[src/rtl/aes_sched_pkg.sv]
// Shared types and constants for the AES core request scheduler.
// Holds the FSM state enum, block width and default watchdog limit.
package aes_sched_pkg;

  localparam int AES_BLK_W   = 128;
  localparam int TIMEOUT_DEF = 64;

  typedef enum logic [1:0] {
    S_IDLE = 2'd0,
    S_LOAD = 2'd1,
    S_WAIT = 2'd2,
    S_RESP = 2'd3
  } sched_state_e;

endpackage

[src/rtl/aes_rr_pick.sv]
// Combinational round-robin picker: first set bit of valid at or above
// ptr (wrapping). Ports: valid, ptr in; idx (winner), any out.
module aes_rr_pick #(
  parameter  int N  = 2,
  localparam int IW = (N > 1) ? $clog2(N) : 1
) (
  input  logic [N-1:0]  valid,
  input  logic [IW-1:0] ptr,
  output logic [IW-1:0] idx,
  output logic          any
);

  // Scan downward so the candidate closest to ptr is written last.
  always_comb begin
    idx = '0;
    any = |valid;
    for (int k = N - 1; k >= 0; k--) begin
      if (valid[(int'(ptr) + k) % N]) begin
        idx = IW'((int'(ptr) + k) % N);
      end
    end
  end

endmodule

[src/rtl/aes_core_sched.sv]
// Shares one AES core between NREQ requesters, round-robin, with
// valid/ready request and response handshakes and core ld/done
// sequencing. Ports: req_*, rsp_*, busy, core_*. Optional watchdog
// enabled by defining AES_SCHED_TIMEOUT_EN.
module aes_core_sched
  import aes_sched_pkg::*;
#(
  parameter  int NREQ           = 2,
  parameter  int TIMEOUT_CYCLES = TIMEOUT_DEF,
  localparam int GW             = $clog2(NREQ)
) (
  input  logic                      clk,
  input  logic                      rst,
  input  logic [NREQ-1:0]           req_valid,
  output logic [NREQ-1:0]           req_ready,
  input  logic [NREQ*AES_BLK_W-1:0] req_key,
  input  logic [NREQ*AES_BLK_W-1:0] req_text,
  output logic [NREQ-1:0]           rsp_valid,
  input  logic [NREQ-1:0]           rsp_ready,
  output logic [AES_BLK_W-1:0]      rsp_text,
  output logic                      rsp_err,
  output logic                      busy,
  output logic                      core_ld,
  output logic [AES_BLK_W-1:0]      core_key,
  output logic [AES_BLK_W-1:0]      core_text_in,
  input  logic [AES_BLK_W-1:0]      core_text_out,
  input  logic                      core_done
);

  if (NREQ < 2 || NREQ > 8 || TIMEOUT_CYCLES < 1) begin : g_bad_cfg
    $error("aes_core_sched: bad NREQ/TIMEOUT_CYCLES");
  end

  sched_state_e         state_q, state_d;
  logic [GW-1:0]        gnt_q, gnt_d;
  logic [GW-1:0]        ptr_q, ptr_d;
  logic                 armed_q, armed_d;
  logic                 ld_q, ld_d;
  logic                 busy_q, busy_d;
  logic [NREQ-1:0]      rval_q, rval_d;
  logic [AES_BLK_W-1:0] rtxt_q, rtxt_d;
  logic [AES_BLK_W-1:0] key_q, key_d;
  logic [AES_BLK_W-1:0] pt_q, pt_d;

  logic [GW-1:0] win;
  logic          any;

  aes_rr_pick #(.N(NREQ)) u_pick (
    .valid (req_valid),
    .ptr   (ptr_q),
    .idx   (win),
    .any   (any)
  );

`ifdef AES_SCHED_TIMEOUT_EN
  localparam int CW = $clog2(TIMEOUT_CYCLES + 1);
  logic [CW-1:0] cnt_q, cnt_d;
  logic          rerr_q, rerr_d;
  logic          tmo;
  assign tmo = (int'(cnt_q) >= TIMEOUT_CYCLES - 1);
`endif

  always_comb begin
    state_d   = state_q;
    gnt_d     = gnt_q;
    ptr_d     = ptr_q;
    armed_d   = armed_q;
    ld_d      = 1'b0;
    rval_d    = rval_q;
    rtxt_d    = rtxt_q;
    key_d     = key_q;
    pt_d      = pt_q;
    req_ready = '0;
`ifdef AES_SCHED_TIMEOUT_EN
    cnt_d     = cnt_q;
    rerr_d    = rerr_q;
`endif
    unique case (state_q)
      S_IDLE: begin
        if (any) begin
          req_ready[win] = 1'b1;
          key_d   = req_key[int'(win)*AES_BLK_W +: AES_BLK_W];
          pt_d    = req_text[int'(win)*AES_BLK_W +: AES_BLK_W];
          gnt_d   = win;
          ld_d    = 1'b1;
          state_d = S_LOAD;
        end
      end
      S_LOAD: begin
        armed_d = 1'b0;
`ifdef AES_SCHED_TIMEOUT_EN
        cnt_d   = '0;
`endif
        state_d = S_WAIT;
      end
      S_WAIT: begin
        // done is only trusted once a full WAIT cycle has elapsed
        armed_d = 1'b1;
        if (armed_q && core_done) begin
          rtxt_d        = core_text_out;
          rval_d        = '0;
          rval_d[gnt_q] = 1'b1;
          state_d       = S_RESP;
`ifdef AES_SCHED_TIMEOUT_EN
          rerr_d        = 1'b0;
        end else if (tmo) begin
          rtxt_d        = '0;
          rerr_d        = 1'b1;
          rval_d        = '0;
          rval_d[gnt_q] = 1'b1;
          state_d       = S_RESP;
`endif
        end
`ifdef AES_SCHED_TIMEOUT_EN
        if (int'(cnt_q) < TIMEOUT_CYCLES) begin
          cnt_d = cnt_q + 1'b1;
        end
`endif
      end
      S_RESP: begin
        if (rsp_ready[gnt_q]) begin
          rval_d  = '0;
          ptr_d   = (int'(gnt_q) == NREQ - 1) ? '0
                                                : gnt_q + 1'b1;
          state_d = S_IDLE;
        end
      end
      default: state_d = S_IDLE;
    endcase
    busy_d = (state_d != S_IDLE);
  end

  always_ff @(posedge clk) begin
    if (rst) begin
      state_q <= S_IDLE;
      gnt_q   <= '0;
      ptr_q   <= '0;
      armed_q <= 1'b0;
      ld_q    <= 1'b0;
      busy_q  <= 1'b0;
      rval_q  <= '0;
      rtxt_q  <= '0;
      key_q   <= '0;
      pt_q    <= '0;
`ifdef AES_SCHED_TIMEOUT_EN
      cnt_q   <= '0;
      rerr_q  <= 1'b0;
`endif
    end else begin
      state_q <= state_d;
      gnt_q   <= gnt_d;
      ptr_q   <= ptr_d;
      armed_q <= armed_d;
      ld_q    <= ld_d;
      busy_q  <= busy_d;
      rval_q  <= rval_d;
      rtxt_q  <= rtxt_d;
      key_q   <= key_d;
      pt_q    <= pt_d;
`ifdef AES_SCHED_TIMEOUT_EN
      cnt_q   <= cnt_d;
      rerr_q  <= rerr_d;
`endif
    end
  end

  assign rsp_valid    = rval_q;
  assign rsp_text     = rtxt_q;
  assign busy         = busy_q;
  assign core_ld      = ld_q;
  assign core_key     = key_q;
  assign core_text_in = pt_q;
`ifdef AES_SCHED_TIMEOUT_EN
  assign rsp_err      = rerr_q;
`else
  assign rsp_err      = 1'b0;
`endif

endmodule

[config.mk]
export PLATFORM = sky130hd
export DESIGN_NAME = aes_core_sched
export DESIGN_NICKNAME = d
export VERILOG_FILES = /design/src/rtl/aes_sched_pkg.sv /design/src/rtl/aes_rr_pick.sv /design/src/rtl/aes_core_sched.sv
export SDC_FILE = /design/constraint.sdc
export NUM_CORES = 1
export LEC_CHECK = 0
export ABC_CLOCK_PERIOD_IN_PS = 1800
export CAP_MARGIN = 15
export CORE_AREA = 8 8 404 406
export DETAILED_ROUTE_END_ITERATION = 10
export DIE_AREA = 0 0 412 414
export SYNTH_ARGS = -nofsm -noshare
export SYNTH_HDL_FRONTEND = slang
export SYNTH_HIERARCHICAL = 1
export SYNTH_SLANG_ARGS = --single-unit
[constraint.sdc]
create_clock -name clk -period 1.8 [get_ports clk]
set_clock_uncertainty 0.15 [all_clocks]
set_input_delay 0.36 -clock clk [delete_from_list [all_inputs] [get_ports clk]]
set_output_delay 0.36 -clock clk [all_outputs]
set_load 0.05 [all_outputs]
==> out/results.md, run 1 <==
| Result | This run | Unit |
| --- | --- | --- |
| Clock-pin slew on the worst setup and hold paths | 0.06 | ns |
| Dominant combinational cell family by area after synthesis | compound AO/OA/AOI/OAI gates | - |
| Num CTS Buffers | 51 | - |
| Global placement routability congestion | 0.903 | - |
| CTS tree | built | - |
| Share of cells above drive strength 1 | 39.1 | % |
| Crit share post-route | 122 | % |
| Power density cells | 1380 | nW/um^2 |
| Number of buffers added on ports | 1036 | - |
| Final hold slack | 0.112 | ns |
| Synth Net Count | 2402 | - |
| Core area | 157000 | um^2 |
| DRC marker count from the first detailed-route iteration | 1033 | - |
| Overall die area | 171000 | um^2 |
| #FFs+latches synth | 393 | - |
| Initial cell density of the core | 10.9 | % |
| Final WS setup | -0.397 | ns |
| Setup CP Type | input port to output pin | - |
| VDD IR-drop max | 902 | uV |
| Horizontal die dimension | 412 | um |
| Most common library cell in the layout ignoring fill and taps | clkdlybuf4s50_1 | - |
| Total GRT Usage | 14.1 | % |
| Synthesized area | 17200 | um^2 |
| Final Hold Fails | 0 | - |
| Top area cells in the synthesized netlist | dfxtp_1 46%, mux2i_1 15%, a211oi_2 15% | - |
| Final count of negative-setup-slack endpoints | 268 | - |
| Antenna violations before repair | 89 | - |
| MaxCap Viol Count | 0 | - |
| Most frequent cells in the layout | 645 x clkdlybuf4s50_1, 332 x dfxtp_1, 296 x buf_4, 261 x nor2_1, 236 x nand2_1 | - |
| Clock Path Buffers | 3 | - |
| Remaining routing DRC violations | 0 | - |
| Kind of start point of the critical path | input port | - |
| Post-synthesis share of cell area spent on and, or, nand and nor gates | 11.8 | % |
| Clock insertion delay at the later pin of the skew report | 0.62 | ns |
| Largest area contributor in the netlist | dfxtp_1 | - |
| Die span in y | 414 | um |
| Fill count | 16600 | - |
| Placement-stage worst setup slack | -0.761 | ns |
| Leakage power | 13.5 | nW |
| Crit path DAT | 1.69 | ns |
| Number of top-level pins | 1038 | - |
| Total count of max-transition violations in the final report | 0 | - |
| Post-synth cell types | 31 | - |
| Half-perimeter wire length after detailed placement | 108000 | um |
| Clock sink count | 393 | - |
| Overall power after layout | 51.2 | mW |
| Portion of netlist area occupied by mux cells | 15.0 | % |
| Via-per-instance ratio | 3.66 | - |
| Proportion of synthesized chip area in sequential cells | 45.8 | % |
| Endpoint required time on the critical path | 1.29 | ns |
| Hold Crit Class | input port to flip-flop | - |
| Final routed wire length divided by cell count | 26.3 | um |
| Violations in the final reports | setup timing | - |
| Highest clock rate | 455 | MHz |
| Post-detailed-routing wire length | 132000 | um |
| DR pass1 iterations | 5 | - |
| Final min period | 2.20 | ns |
| Largest fanout of any net on the critical path | 2 | - |
| Congestion Overflow GR | 0 | - |
| Area share of the largest cell type after synthesis | 45.8 | % |
| DR vias | 18400 | - |
| Capturing element type of the critical path | output pin | - |
| Post-Route Setup TNS | -43.87 | ns |
| Root Buffer | clkbuf_16 | - |
| Fraction of the mapped netlist area in adder cells | 0.219 | % |
| Post-Synthesis Cells | 1752 | - |
| Synthesis-to-finish area growth | 117 | % |
| Outcome | finished with violations | - |
| Net count reported at finish | 3547 | - |
| Average instance area after synthesis | 9.80 | um^2 |
| Xor-xnor portion of the synthesized cell area | 0 | % |
| Unrepaired setup endpoints after global routing | true | - |
| Compound-gate portion of the synthesized area | 21.4 | % |
| Wire length of the first global-routing pass | 167000 | um |
| Total placed cells including tap cells | 4843 | - |
| Antenna-violating nets left | 0 | - |
| Final Instance Count excl. Fillers | 5024 | - |
| Vias in the first global route | 18400 | - |
| Maximum number of pins on one net before global-route repair | 86 | - |
| H-tree level count | 2 | - |
| Number of cell rows | 146 | - |
| Synth warnings | 6 | - |
==> synthesized netlist by cell type, drive strengths merged <==
library cell and count:
nor2 262, nand2b 4, and3 1, a22oi 1, buf 115, and2 1
inv 5, dfxtp 393, a211oi 256, a221oi 1, nand2 261, a2bb2oi 1
conb 1, o21bai 1, or4 1, a211o 1, or4b 1, clkbuf 44
mux2i 258, a311oi 2, ha 3, o21ai 3, a21oi 133, or2 1
nand3 1, a21boi 1
==> routing by layer <==
metal | vias up | GRT usage [%] | share of wire (%)
li1 | 8493 | - | -
met5 | - | 0 | 0.11
met2 | 805 | 25.3 | 51
met3 | 225 | 5.17 | 9.1
met1 | 8841 | 15.6 | 37
met4 | 26 | 3.62 | 2.9
==> final timing paths <==
kind / start / end / cells past startpoint / slack, ns
setup / recovery: req_valid[1] / req_ready[1] / 7 / -0.40
hold / removal: core_text_out[35] / rsp_text[35] / 3 / 0.11
setup reg to reg: ptr_q / core_key[72] / 11 / -0.33
hold reg to reg: rsp_text[93] / rsp_text[93] / 2 / 0.30
==> critical path, stage by stage <==
cell and delay, ns:
clkdlybuf4s50_1 0.45, buf_4 0.15, or2_4 0.24, and2_4 0.17, nand2_4 0.06, clkinvlp_4 0.10, buf_12 0.15
==> report_power, final <==
group	leakage [nW]	internal, mW	total, mW	switching, mW
Sequential	3.26	11.0	12.8	1.83
Clock	0.863	6.40	10.9	4.50
Combinational	9.36	11.4	27.5	16.1
Total	13.5	28.8	51.2	22.4
==> kinds of logic after synthesis <==
group / Yosys count
adders and majority gates: 3
muxes: 258
buffers and inverters: 164
DFF: 393
and+or+nand+nor: 533
other: 1
AOI/OAI and AO/OA: 400
==> cell type report <==
type	count	area, um^2	area share [%]
Antenna cell	16	40.0	0.108
Multi-Input combinational cell	1195	9980	26.8
Timing Repair Buffer	1251	14900	40.0
Clock inverter	25	357	0.958
Sequential cell	393	7950	21.4
Clock buffer	67	1410	3.78
Inverter	5	22.5	0.0605
Tap cell	2072	2590	6.97
==> state kept, by name (all words and copies together), names as in the netlist <==
| signal | count |
|---|---|
| armed_q | 1 |
| busy | 1 |
| core_key | 128 |
| core_ld | 1 |
| core_text_in | 128 |
| gnt_q | 1 |
| ptr_q | 1 |
| rsp_text | 128 |
| rsp_valid | 2 |
| state_q | 2 |
==> through the flow <==
stage,utilization (%),instance area (um^2)
2_1_floorplan,-,17200
3_3_place_gp,20.4,32000
3_5_place_dp,20.4,32000
4_1_cts,22.4,35100
5_1_grt,23.7,37200
6_report,23.7,37200
==> what timing repair did <==
action / in CTS / in global routing
setup buffers: 25 / 19
hold buffers: 1 / 0
pin swaps: 39 / 128
gates cloned: 16 / 23
endpoints found under the setup margin: 189 / 387
hold endpoints to repair: 2 / 0
gates resized for setup: 193 / 288
No activity file was read; power rests on OpenSTA's default activity.
==> run 2: changes to the inputs <==
--- a/config.mk
+++ b/config.mk
@@ -5,7 +5,7 @@
 export SDC_FILE = /design/constraint.sdc
 export NUM_CORES = 1
 export LEC_CHECK = 0
-export ABC_CLOCK_PERIOD_IN_PS = 1800
+export ABC_CLOCK_PERIOD_IN_PS = 1950
 export CAP_MARGIN = 15
 export CORE_AREA = 8 8 404 406
 export DETAILED_ROUTE_END_ITERATION = 10
==> constraint.sdc (replaced) <==
create_clock -name clk -period 1.95 [get_ports clk]
set_clock_uncertainty 0.15 [all_clocks]
set_input_delay 0.39 -clock clk [delete_from_list [all_inputs] [get_ports clk]]
set_output_delay 0.39 -clock clk [all_outputs]
set_load 0.05 [all_outputs]
==> run 2 against run 1 <==
- the run still ends with setup timing left
- via count fell by 3.0%
- flip-flop and latch count did not move
- cell count fell by 1.3%
- wire length fell by 3.3%
- setup slack improved by 0.15 ns
- register-to-register slack improved by 0.16 ns
- clock power barely moved
- critical path type is now flip-flop to output pin
- worst hold slack got worse by 0.061 ns
- non-clock buffer count fell by 57
- clock-buffer cell count fell by 4
==> out/results.md, run 2 (synthesized netlist as in run 1, its figures left out) <==
| Result | This run | Unit | Delta |
| --- | --- | --- | --- |
| Net count reported at finish | 3489 | - | was 3547 |
| Number of cell rows | 146 | - | unchanged |
| Overall die area | 171000 | um^2 | unchanged |
| Total count of max-transition violations in the final report | 0 | - | unchanged |
| Clock-pin slew on the worst setup and hold paths | 0.06 | ns | about the same |
| Leakage power | 12.4 | nW | was 13.5 nW |
| Fill count | 17200 | - | was 16600 |
| Outcome | finished with violations | - | unchanged |
| Share of cells above drive strength 1 | 30.4 | % | was 39.1% |
| Largest fanout of any net on the critical path | 2 | - | unchanged |
| Half-perimeter wire length after detailed placement | 111000 | um | was 108000 um |
| Cell area after layout | 33100 | um^2 | was 37200 um^2 |
| Violations in the final reports | setup timing | - | unchanged |
| H-tree level count | 2 | - | unchanged |
| Synthesis-to-finish area growth | 92.7 | % | was 117% |
| Placed cell area | 30700 | um^2 | was 32000 um^2 |
| VDD IR-drop max | 982 | uV | was 902 uV |
| Clock sink count | 393 | - | unchanged |
| Remaining routing DRC violations | 0 | - | unchanged |
| Final WS setup | -0.248 | ns | was -0.397 ns |
| Number of top-level pins | 1038 | - | unchanged |
| Maximum number of pins on one net before global-route repair | 51 | - | was 86 |
| Endpoint required time on the critical path | 1.41 | ns | was 1.29 ns |
| Setup CP Type | flip-flop to output pin | - | was input port to output pin |
| Final min period | 2.20 | ns |  |
| Most common library cell in the layout ignoring fill and taps | clkdlybuf4s50_1 | - | unchanged |
| DR vias | 17800 | - | was 18400 |
| Clock insertion delay at the later pin of the skew report | 0.61 | ns | was 0.62 ns |
| Post-detailed-routing wire length | 128000 | um | was 132000 um |
| Final routed wire length divided by cell count | 25.8 | um | was 26.3 um |
| CTS tree | built | - | unchanged |
| Congestion Overflow GR | 0 | - | unchanged |
| Highest clock rate | 455 | MHz |  |
| Measured slew at the worst slew-check pin | 0.589 | ns |  |
| Wire length of the first global-routing pass | 166000 | um | was 167000 um |
| DRC marker count from the first detailed-route iteration | 1175 | - | was 1033 |
| Hold Crit Class | input port to flip-flop | - | unchanged |
| Multi-input combinational cell area | 8570 | um^2 | was 9980 um^2 |
| Capturing element type of the critical path | output pin | - | unchanged |
| Antenna violations before repair | 68 | - | was 89 |
| Die span in y | 414 | um | unchanged |
| Max-slew headroom | 60.7 | % |  |
| Root Buffer | clkbuf_16 | - | unchanged |
| Final Hold Fails | 0 | - | unchanged |
| Core area | 157000 | um^2 | unchanged |
| Vias in the first global route | 18000 | - | was 18400 |
| Antenna-violating nets left | 0 | - | unchanged |
| Via-per-instance ratio | 3.60 | - | was 3.66 |
| Initial cell density of the core | 10.9 | % | unchanged |
| Crit share post-route | 113 | % |  |
| Clock Path Buffers | 3 | - | unchanged |
| Crit path DAT | 1.66 | ns | was 1.69 ns |
| Hold buffer count at CTS | 0 | - | was 1 |
| Kind of start point of the critical path | flip-flop | - | was input port |
| Num CTS Buffers | 50 | - | was 51 |
| Fin util | 21.1 | % | was 23.7% |
| Horizontal die dimension | 412 | um | unchanged |
| Number of buffers added on ports | 1036 | - | unchanged |
| Most frequent cells in the layout | 645 x clkdlybuf4s50_1, 419 x buf_4, 388 x dfxtp_1, 261 x nor2_1, 259 x nand2_1 | - | was 645 x clkdlybuf4s50_1, 332 x dfxtp_1, 296 x buf_4, 261 x nor2_1, 236 x nand2_1 |
| MaxCap Viol Count | 0 | - | unchanged |
| Global placement routability congestion | 0.921 | - | was 0.903 |
| Area used by sequential logic in the layout | 7880 | um^2 | was 7950 um^2 |
| Total GRT Usage | 14.1 | % | about the same |
| Unrepaired setup endpoints after global routing | true | - | unchanged |
| Final count of negative-setup-slack endpoints | 91 | - | was 268 |
| Placement-stage worst setup slack | -0.921 | ns | was -0.761 ns |
| DR pass1 iterations | 5 | - | unchanged |
| Power density cells | 1380 | nW/um^2 | about the same |
[run 2: cell types whose count changed in the layout (fill, tap and decap cells not counted), sizes merged]
cell         before  now
buf             583  545
bufbuf            2    0
dlygate4sd3       1    0
bufinv            6   13
clkbuf           87   67
clkinv           14   12
diode            16    9
inv               7    6
[run 2: power by group]
| part | leakage [nW] | total [mW] | switching, mW | internal, mW |
|---|---|---|---|---|
| Clock | 0.915 | 10.7 | 4.05 | 6.65 |
| Combinational | 8.23 | 23.3 | 14.7 | 8.61 |
| Sequential | 3.24 | 11.7 | 1.58 | 10.1 |
[run 2: layout make-up]
cell class,instances,share of cell area (%)
Timing Repair Buffer,1194,36.7
Multi-Input combinational cell,1195,25.9
Sequential cell,393,23.8
Tap cell,2072,7.83
Clock buffer,63,4.08
Clock inverter,29,1.58
Inverter,5,0.0832
Antenna cell,9,0.0681
[run 2: worst paths after layout]
path	start	to	slack, ns	depth (start not counted)
min	rst	core_ld	0.05	2
min reg2reg	rsp_text[71]	rsp_text[71]	0.30	2
max	state_q[0]	req_ready[1]	-0.25	6
max reg2reg	ptr_q	core_text_in[83]	-0.17	8
[run 2: routing by layer]
metal	vias to the layer above	GRT usage (%)	share of wire [%]
li1	8325	-	-
met1	8573	15.7	38
met2	761	25.1	50
met3	158	6.01	11
met4	22	2.60	1.9
met5	-	0	0.11
[run 2: worst max-delay path, stage by stage, from the launching register on]
cell and delay [ns]:
dfxtp_4 0.36, inv_4 0.04, ha_4 0.16, and2_4 0.17, nand2_4 0.08, clkinvlp_4 0.09, buf_12 0.15
[run 2: per-stage QoR]
stage / hold WS, ns / power [mW] / setup TNS, ns / instances
after detailed placement: 0.297 / 34.7 / -100.71 / 4848
after global routing: 0.0200 / 47.9 / -17.15 / 4953
after CTS: 0.0139 / 45.9 / -12.27 / 4946
after floorplan: 0.324 / 25.0 / -0.000588 / 1752
after global placement: 0.293 / 34.5 / -92.26 / 4848
final: 0.0514 / 45.7 / -5.55 / 4960
[run 2: timing repair]
item | 4_1_cts | 5_1_grt
pin swaps | 3 | 5
buffers inserted | 6 | 1
setup endpoints to repair | 11 | 223
gates cloned | 0 | 4
resized for setup | 25 | 46
